===== src/rtl/mem_stage_ctrl.sv =====
// MEM stage: data-memory req/ack sequencer, branch/jump redirect and MEM/WB register; WB valid
// 1 cycle after an ALU op, >=3 cycles after a memop; stall holds upstream while an access is open.
module mem_stage_ctrl #(
    parameter int MAX_WAIT = 15
) (
    input  logic        clk,
    input  logic        rst,
    input  logic [31:0] MEM_pc_plus4,
    input  logic [31:0] MEM_npc,
    input  logic [31:0] MEM_busB,
    input  logic [4:0]  MEM_Rw,
    input  logic [31:0] MEM_ALUresult,
    input  logic        MEM_zero,
    input  logic        MEM_MemtoReg,
    input  logic        MEM_MemWrite,
    input  logic        MEM_RegWrite,
    input  logic        MEM_Branch,
    input  logic        MEM_nBranch,
    input  logic        MEM_BGEZ,
    input  logic        MEM_BGTZ,
    input  logic        MEM_BLEZ,
    input  logic        MEM_BLTZ,
    input  logic        MEM_lb,
    input  logic        MEM_lbu,
    input  logic        MEM_sb,
    input  logic        MEM_jal,
    input  logic        MEM_jmp,
    output logic        dm_req,
    output logic        dm_we,
    output logic [31:0] dm_addr,
    output logic [3:0]  dm_be,
    output logic [31:0] dm_wdata,
    input  logic [31:0] dm_rdata,
    input  logic        dm_ack,
    output logic        stall,
    output logic        redirect,
    output logic [31:0] redirect_pc,
    output logic        bus_err,
    output logic        WB_RegWrite,
    output logic [4:0]  WB_Rw,
    output logic [31:0] WB_wdata
);

    localparam int CW = $clog2(MAX_WAIT + 1);

    typedef enum logic [1:0] {S_IDLE, S_WAIT, S_DONE} state_t;

    state_t          state, state_nxt;
    logic [CW-1:0]   cnt;
    logic            aborted;
    logic [1:0]      lane;
    logic [31:0]     rdata_q;
    logic            memop;
    logic            timeout;
    logic            taken;
    logic            sgn, is_zero;
    logic [7:0]      ld_byte;
    logic [31:0]     load_data;
    logic [31:0]     wb_data;

    assign memop   = MEM_MemtoReg | MEM_MemWrite;
    // Ack wins over timeout when both land in the last allowed wait cycle
    assign timeout = (state == S_WAIT) && !dm_ack && (cnt == CW'(MAX_WAIT - 1));

    always_comb begin
        state_nxt = state;
        stall     = 1'b0;
        dm_req    = 1'b0;
        case (state)
            S_IDLE: begin
                if (memop) begin
                    stall     = 1'b1;
                    state_nxt = S_WAIT;
                end
            end
            S_WAIT: begin
                stall  = 1'b1;
                dm_req = 1'b1;
                if (dm_ack || timeout) state_nxt = S_DONE;
            end
            S_DONE:  state_nxt = S_IDLE;
            default: state_nxt = S_IDLE;
        endcase
    end

    assign sgn     = MEM_ALUresult[31];
    assign is_zero = (MEM_ALUresult == 32'd0);
    assign taken   = (MEM_Branch & MEM_zero) | (MEM_nBranch & ~MEM_zero)
                   | (MEM_BGEZ & ~sgn) | (MEM_BGTZ & ~sgn & ~is_zero)
                   | (MEM_BLEZ & (sgn | is_zero)) | (MEM_BLTZ & sgn)
                   | MEM_jmp | MEM_jal;
    assign redirect    = taken & ~stall;
    assign redirect_pc = MEM_npc;

    assign ld_byte   = rdata_q[{lane, 3'b000} +: 8];
    assign load_data = MEM_lb  ? {{24{ld_byte[7]}}, ld_byte} :
                       MEM_lbu ? {24'd0, ld_byte} : rdata_q;
    assign wb_data   = MEM_jal      ? MEM_pc_plus4 :
                       MEM_MemtoReg ? load_data    : MEM_ALUresult;

    always_ff @(posedge clk) begin
        if (rst) begin
            state       <= S_IDLE;
            cnt         <= '0;
            aborted     <= 1'b0;
            lane        <= 2'd0;
            rdata_q     <= 32'd0;
            dm_we       <= 1'b0;
            dm_addr     <= 32'd0;
            dm_be       <= 4'd0;
            dm_wdata    <= 32'd0;
            bus_err     <= 1'b0;
            WB_RegWrite <= 1'b0;
            WB_Rw       <= 5'd0;
            WB_wdata    <= 32'd0;
        end else begin
            state <= state_nxt;
            case (state)
                S_IDLE: begin
                    if (memop) begin
                        cnt         <= '0;
                        aborted     <= 1'b0;
                        lane        <= MEM_ALUresult[1:0];
                        dm_addr     <= {MEM_ALUresult[31:2], 2'b00};
                        dm_we       <= MEM_MemWrite;
                        dm_be       <= (MEM_MemWrite && MEM_sb) ? (4'b0001 << MEM_ALUresult[1:0]) : 4'b1111;
                        dm_wdata    <= (MEM_MemWrite && MEM_sb) ? {4{MEM_busB[7:0]}} : MEM_busB;
                        WB_RegWrite <= 1'b0;
                    end else begin
                        WB_RegWrite <= MEM_RegWrite;
                        WB_Rw       <= MEM_Rw;
                        WB_wdata    <= wb_data;
                    end
                end
                S_WAIT: begin
                    if (cnt != CW'(MAX_WAIT)) cnt <= cnt + CW'(1);
                    if (dm_ack) begin
                        rdata_q <= dm_rdata;
                    end else if (timeout) begin
                        bus_err <= 1'b1;
                        aborted <= 1'b1;
                    end
                end
                S_DONE: begin
                    // EX/MEM is still frozen on the memop here, so MEM_* describe it
                    WB_RegWrite <= MEM_RegWrite & ~aborted;
                    WB_Rw       <= MEM_Rw;
                    WB_wdata    <= wb_data;
                end
                default: ;
            endcase
        end
    end

endmodule

===== config.mk =====
export PLATFORM = sky130hd
export DESIGN_NAME = mem_stage_ctrl
export DESIGN_NICKNAME = d
export VERILOG_FILES = /design/src/rtl/mem_stage_ctrl.sv
export SDC_FILE = /design/constraint.sdc
export NUM_CORES = 1
export LEC_CHECK = 0
export BUFFER_PORTS_ARGS = -buffer_cell sky130_fd_sc_hd__buf_2
export CAP_MARGIN = 20
export CORE_MARGIN = 2
export CORE_UTILIZATION = 35
export CTS_CLUSTER_DIAMETER = 200
export DETAILED_ROUTE_END_ITERATION = 10
export GPL_ROUTABILITY_DRIVEN = 0
export HOLD_SLACK_MARGIN = 0.15
export SYNTH_ARGS = -nofsm -noshare
export SYNTH_HDL_FRONTEND = slang
export SYNTH_SLANG_ARGS = --single-unit

===== constraint.sdc =====
create_clock -name clk -period 1.9 [get_ports clk]
set_input_delay 0.095 -clock clk [delete_from_list [all_inputs] [get_ports clk]]
set_output_delay 0.095 -clock clk [all_outputs]
set_load 0.005 [all_outputs]

# --- Word level (Yosys, flattened, before mapping) ---
# Cells that the tools add are included.
totals:
  regBits: 147
  latchBits: 0
  ramBits: 0
  rom_bits: 0
  word_cells: 91
  memories: 0
op_classes:
  add_sub_neg: 1
  n_mul: 0
  div: 0
  magnitude_cmp: 0
  n_eq_ne: 10
  shifts: 2
  mux: 25
  bitwise_logic: 24
  reduce_logical: 16
ops:
  columns: ["operator", "count"]
  rows:
  - ["$mux 32", 6]
  - ["$pmux 32 s2", 1]
  - ["$logic_not 32->1", 1]
  - ["$shiftx 32x6->8", 1]
  - ["$mux 4", 3]
  - ["$pmux 5 s2", 1]
  - ["$and 1x1->1", 9]
  - ["$or 1x1->1", 9]
  - ["$ne 2x2->1 const B", 4]
  - ["$pmux 4 s2", 1]
  - ["$reduce_and 2->1", 4]
  - ["$mux 1", 6]
  - ["$not 1->1", 6]
  - ["$pmux 1 s2", 3]
  - ["$reduce_and 3->1", 2]
  - ["$mux 5", 1]
  - ["$add 4x1->4 const B", 1]
  - ["$eq 4x4->1 const B", 1]
  - ["$mux 2", 2]
  - ["$ne 2x1->1 const B", 2]
  - ["$ne 4x4->1 const B", 1]
  - ["$pmux 2 s2", 1]
  - ["$reduce_and 4->1", 1]
  - ["$reduce_bool 2->1", 2]
  - ["other kinds (7)", 9]

# --- Depth between registers and ports, before layout ---
depth:
  depth_word: 10
  ltp_mapped: 8

# --- Worst setup path after synthesis ---
# OpenSTA, ideal clock, no wires.
synth_timing:
  path_type: "flip-flop to flip-flop"
  from: "register lane[0]"
  to: "register WB_wdata[27]"
  setup_ps: 134
  arrival_time_ps: 1537
  setup_slack_ps: 230
  path_stages_with_launch: 6
  path_buffers: 2
  path_cell_list: "dfxtp_1 > buf_6 > mux4_2 > a211oi_4 > buf_6 > a311oi_1"
synth_via:
  elab_chain_len: 6
synth_lines:
  columns: ["item", "line", "source"]
  rows:
  - ["start: declaration", "51", "logic [1:0] lane;"]
  - ["start signal: assignment", "123", "lane <= MEM_ALUresult[1:0];"]
  - ["$shiftx 32x6->8 (*)", "95", "assign ld_byte = rdata_q[{lane, 3'b000} +: 8];"]
  - ["$mux 32 (*)", "96", "assign load_data = MEM_lb ? {{24{ld_byte[7]}}, ld_byte} :"]
  - ["$mux 32 (*)", "99", "MEM_MemtoReg ? load_data : MEM_ALUresult;"]
  - ["$mux 32 (*)", "98", "assign wb_data = MEM_jal ? MEM_pc_plus4 :"]
  - ["$mux 32", "120", "if (memop) begin"]
  - ["$pmux 32 s2 (*)", "118", "case (state)"]
  - ["end signal: assignment", "132", "WB_wdata <= wb_data;"]
  - ["end signal: assignment", "148", "WB_wdata <= wb_data;"]
  - ["end: declaration", "41", "output logic [31:0] WB_wdata"]
# Mark *: on every way between the ends. The rest lies on a longest branch, timed or not. The select of a mux whose other input is x is not followed.
# A chain may end at the register's enable or synchronous reset.

# --- Worst setup path after layout ---
layout_timing:
  from: "input MEM_ALUresult[0]"
  to: "output redirect"
layout_via:
  elab_chain_len: 9
  elab_cells_between_ends: 11
layout_lines:
  columns: ["item", "line", "source"]
  rows:
  - ["start: declaration", "12", "input logic [31:0] MEM_ALUresult,"]
  - ["$logic_not 32->1 (*)", "87", "assign is_zero = (MEM_ALUresult == 32'd0);"]
  - ["$not 1->1", "89", "| (MEM_BGEZ & ~sgn) | (MEM_BGTZ & ~sgn & ~is_zero)"]
  - ["$and 1x1->1", "89", null]
  - ["$or 1x1->1", "89", null]
  - ["$or 1x1->1 (*) (2 in series)", "90", "| (MEM_BLEZ & (sgn | is_zero)) | (MEM_BLTZ & sgn)"]
  - ["$or 1x1->1 (*) (2 in series)", "91", "| MEM_jmp | MEM_jal;"]
  - ["$and 1x1->1 (*)", "92", "assign redirect = taken & ~stall;"]
  - ["end: declaration", "36", "output logic redirect,"]
# Mark *: on every way between the ends. The rest lies on a longest branch, timed or not.

==> flow_summary.yaml <==
yosys:
  synth_compound_area_share_pct: 18.6
  synth.avg_cell_area_um2: 7.85
  ys_warn_count: 0
  synth_xor_area_share_pct: 0.258
  synth_top_family_by_area: "simple AND/OR/NAND/NOR gates"
  synth_top_area_cell: "dfxtp_1"
  syn_inst: 864
  synthAdderAreaFrac_pct: 0.369
  synth_cell_types: 47
  synthArstFlopShare_pct: 0
  muxShareOfSynthArea_pct: 4.48
  ys_ff_latch: 147
  ys_seq_area_share_pct: 43.4
  synth_edf_count: 0
  synth_simple_gate_area_share_pct: 24.2
  ys.flop_type: "dfxtp_1"
  synth_top_area_share_pct: 43.4
  ys_top_cells_by_area: "dfxtp_1, nand2_1, a21oi_1, buf_4, mux2i_1"
  synth_area_mm2: 0.00678
grt:
  grt_antenna_before_repair: 0
  grt_max_degree: 70
  grt.total_usage_pct: 24.9
  gr-total-overflow: 0
  grt_pass1_wl_mm: 39.1
  grt_pass1_vias: 7135
setup_path:
  cp_max_fo: 6
  start_kind: "input pin"
  path_class: "in2out"
  crit_required_ns: 1.80
  cp-end-kind: "primary output"
  critPathArrivalTime_ns: 1.71
drt:
  routedWlPerCell_um: 17.6
  ant_nets: 0
  route.detailed.drc: 0
  drt_iter0_drc: 625
  finalWirelength_mm: 26.1
  vias_per_cell: 5.08
  drt-pass1-iter-count: 5
  dr_total_vias: 7527
floorplanning:
  dieArea_mm2: 0.0205
  row_count: 50
  die_w_um: 143
  die_h_um: 143
  initial_core_util_pct: 36.0
  num_io_pins: 326
  core-area_mm2: 0.0188
placement:
  dpl_cell_area_mm2: 0.00817
  place.port_buffers: 259
  dp_hpwl_mm: 18.1
  dpl.cell_count: 1311
sta:
  hold_violations: 0
  slew_headroom_pct: 53.5
  max_freq_mhz: 554
  finClkSkew_ns: 0.00749
  maxSlewViolCount: 0
  period_minus_slack_ns: 1.80
  tightest_slew_ns: 0.697
  setup_viol: 0
  min_period_over_period_pct: 94.9
pwr:
  p_int_mw: 6.25
  vdd_drop_max_uv: 619
  p_leak_nw: 4.37
  power.total_mw: 8.63
  p_sw_mw: 2.38
  clock_power_share_pct: 41.0
  swShare_pct: 27.6
  power_density_mw_per_mm2: 846
  comb_power_share_pct: 19.0
  seqPwrFrac_pct: 40.0
cells_and_area:
  final_nets: 1393
  final_layout_size_suffix_gt1_share_pct: 26.9
  fin_area_mm2: 0.0102
  layout_commonest_cell: "buf_2"
  syn2layout_area_growth_pct: 50.4
  stdcell_count: 1483
  fillers: 1791
  mostFrequentLayoutCells: "buf_2, nand2_1, dfxtp_1"
outcome:
  status: "complete, no violations"
clock_tree:
  clk_pin_slew_ns: 0.06
  cts_sinks: 147
  cts-root-buf: "clkbuf_16"
  cts_tree: "built"
  cts_buffer_depth: 2
  clkLatencyLatePin_ns: 0.43
  cts_buffers: 17
  post_cts_buffers: 0
  htree_num_levels: 4
flow_run:
  drv_cap: 0
worst_hold_path:
  hp-class: "in2reg"
-- path summary, 6_finish.rpt --
kind / cells after the start / to / from / slack (ns)
worst min-delay path: 3 / dm_we / MEM_MemWrite / 0.18
worst max-delay path: 7 / redirect / MEM_ALUresult[0] / 0.1
worst max register to register: 5 / WB_wdata[6] / lane[0] / 0.19
worst min register to register: 2 / dm_addr[31] / dm_addr[31] / 0.45
-- power by group through the flow --
stage	combinational, mW	clock, mW	sequential (mW)
6_report	1.64	3.54	3.45
5_1_grt	1.80	3.72	3.47
4_1_cts	1.62	3.59	3.44
3_5_place_dp	1.39	0	3.51
3_3_place_gp	1.38	0	3.51
2_1_floorplan	0.786	0	3.51
-- what timing repair did --
action,4_1_cts,5_1_grt
gates resized for setup,0,7
setup endpoints to repair,0,1
hold endpoints to repair,142,0
hold buffers,139,0
-- critical path, cell delays in order --
cell and delay, ns:
dlygate4sd3_1 0.55, buf_6 0.15, nor4_4 0.12, nand4_1 0.17
o2111a_1 0.29, nor3_2 0.18, buf_2 0.15
-- sequential cells by signal, indices dropped and copies added, names as in the netlist --
signal	flops
aborted	1
lane	2
dm_be	4
cnt	4
bus_err	1
state	2
WB_wdata	32
dm_wdata	32
WB_RegWrite	1
WB_Rw	5
rdata_q	32
dm_we	1
dm_addr	30
-- final cells by class --
cell class              instances  area [um^2]  area share (%)
multi-input cells             608         3300            32.3
repair buffers                427         2990            29.3
inverters                       7         26.3           0.258
diodes                          2         5.00          0.0491
flip-flops and latches        147         2940            28.8
clock buffers                  21          460            4.51
well taps                     260          325            3.19
clock inverters                11          150            1.47
-- stage by stage --
| stage | utilization, % | hold WS (ns) | TNS, ns | worst slack, ns |
|---|---|---|---|---|
| 6_report | 54.2 | 0.176 | 0 | 0.0961 |
| 5_1_grt | 54.1 | 0.190 | -0.00744 | -0.00744 |
| 4_1_cts | 54.0 | 0.156 | 0 | 0.0116 |
| 3_5_place_dp | 43.4 | 0.190 | 0 | 0.174 |
| 3_3_place_gp | 43.4 | 0.190 | 0 | 0.170 |
| 2_1_floorplan | - | 0.231 | 0 | 0.230 |
-- synthesized netlist by cell type, types with 2 or more instances --
master and n:
nand2_1 206, dfxtp_1 147, a21oi_1 86, nor2_1 67, clkbuf_1 37, buf_4 36, nor3_1 35, a211oi_1 28
mux2i_1 27, a311oi_1 26, o21ai_0 26, buf_2 14, buf_1 13, nand2b_1 13, nand4_1 11, and3_1 9
nand3_1 8, nor4_1 8, nand3b_1 7, nor2b_1 7, o41ai_1 7, a221oi_1 6, inv_1 6, o21a_1 6
buf_6 3, ha_1 2, nor3b_1 2, xor2_1 2
-- cell families after synthesis --
kind of cell             Yosys count
AND/OR/NAND/NOR                  377
AO/OA/AOI/OAI                    196
flip-flops                       147
buffers and inverters            110
multiplexers                      29
adder cells (fa/ha/maj)            2
XOR/XNOR                           2
other                              1
-- layer usage --
layer / routed length [um] / global-route usage (%) / vias up
met3: 1690 / 5.40 / 56
met4: 698 / 8.39 / 0
met2: 12200 / 40.2 / 321
met5: 0 / 0 / -
li1: - / - / 3664
met1: 11600 / 33.1 / 3486
Power figures use the tool's default switching activity.
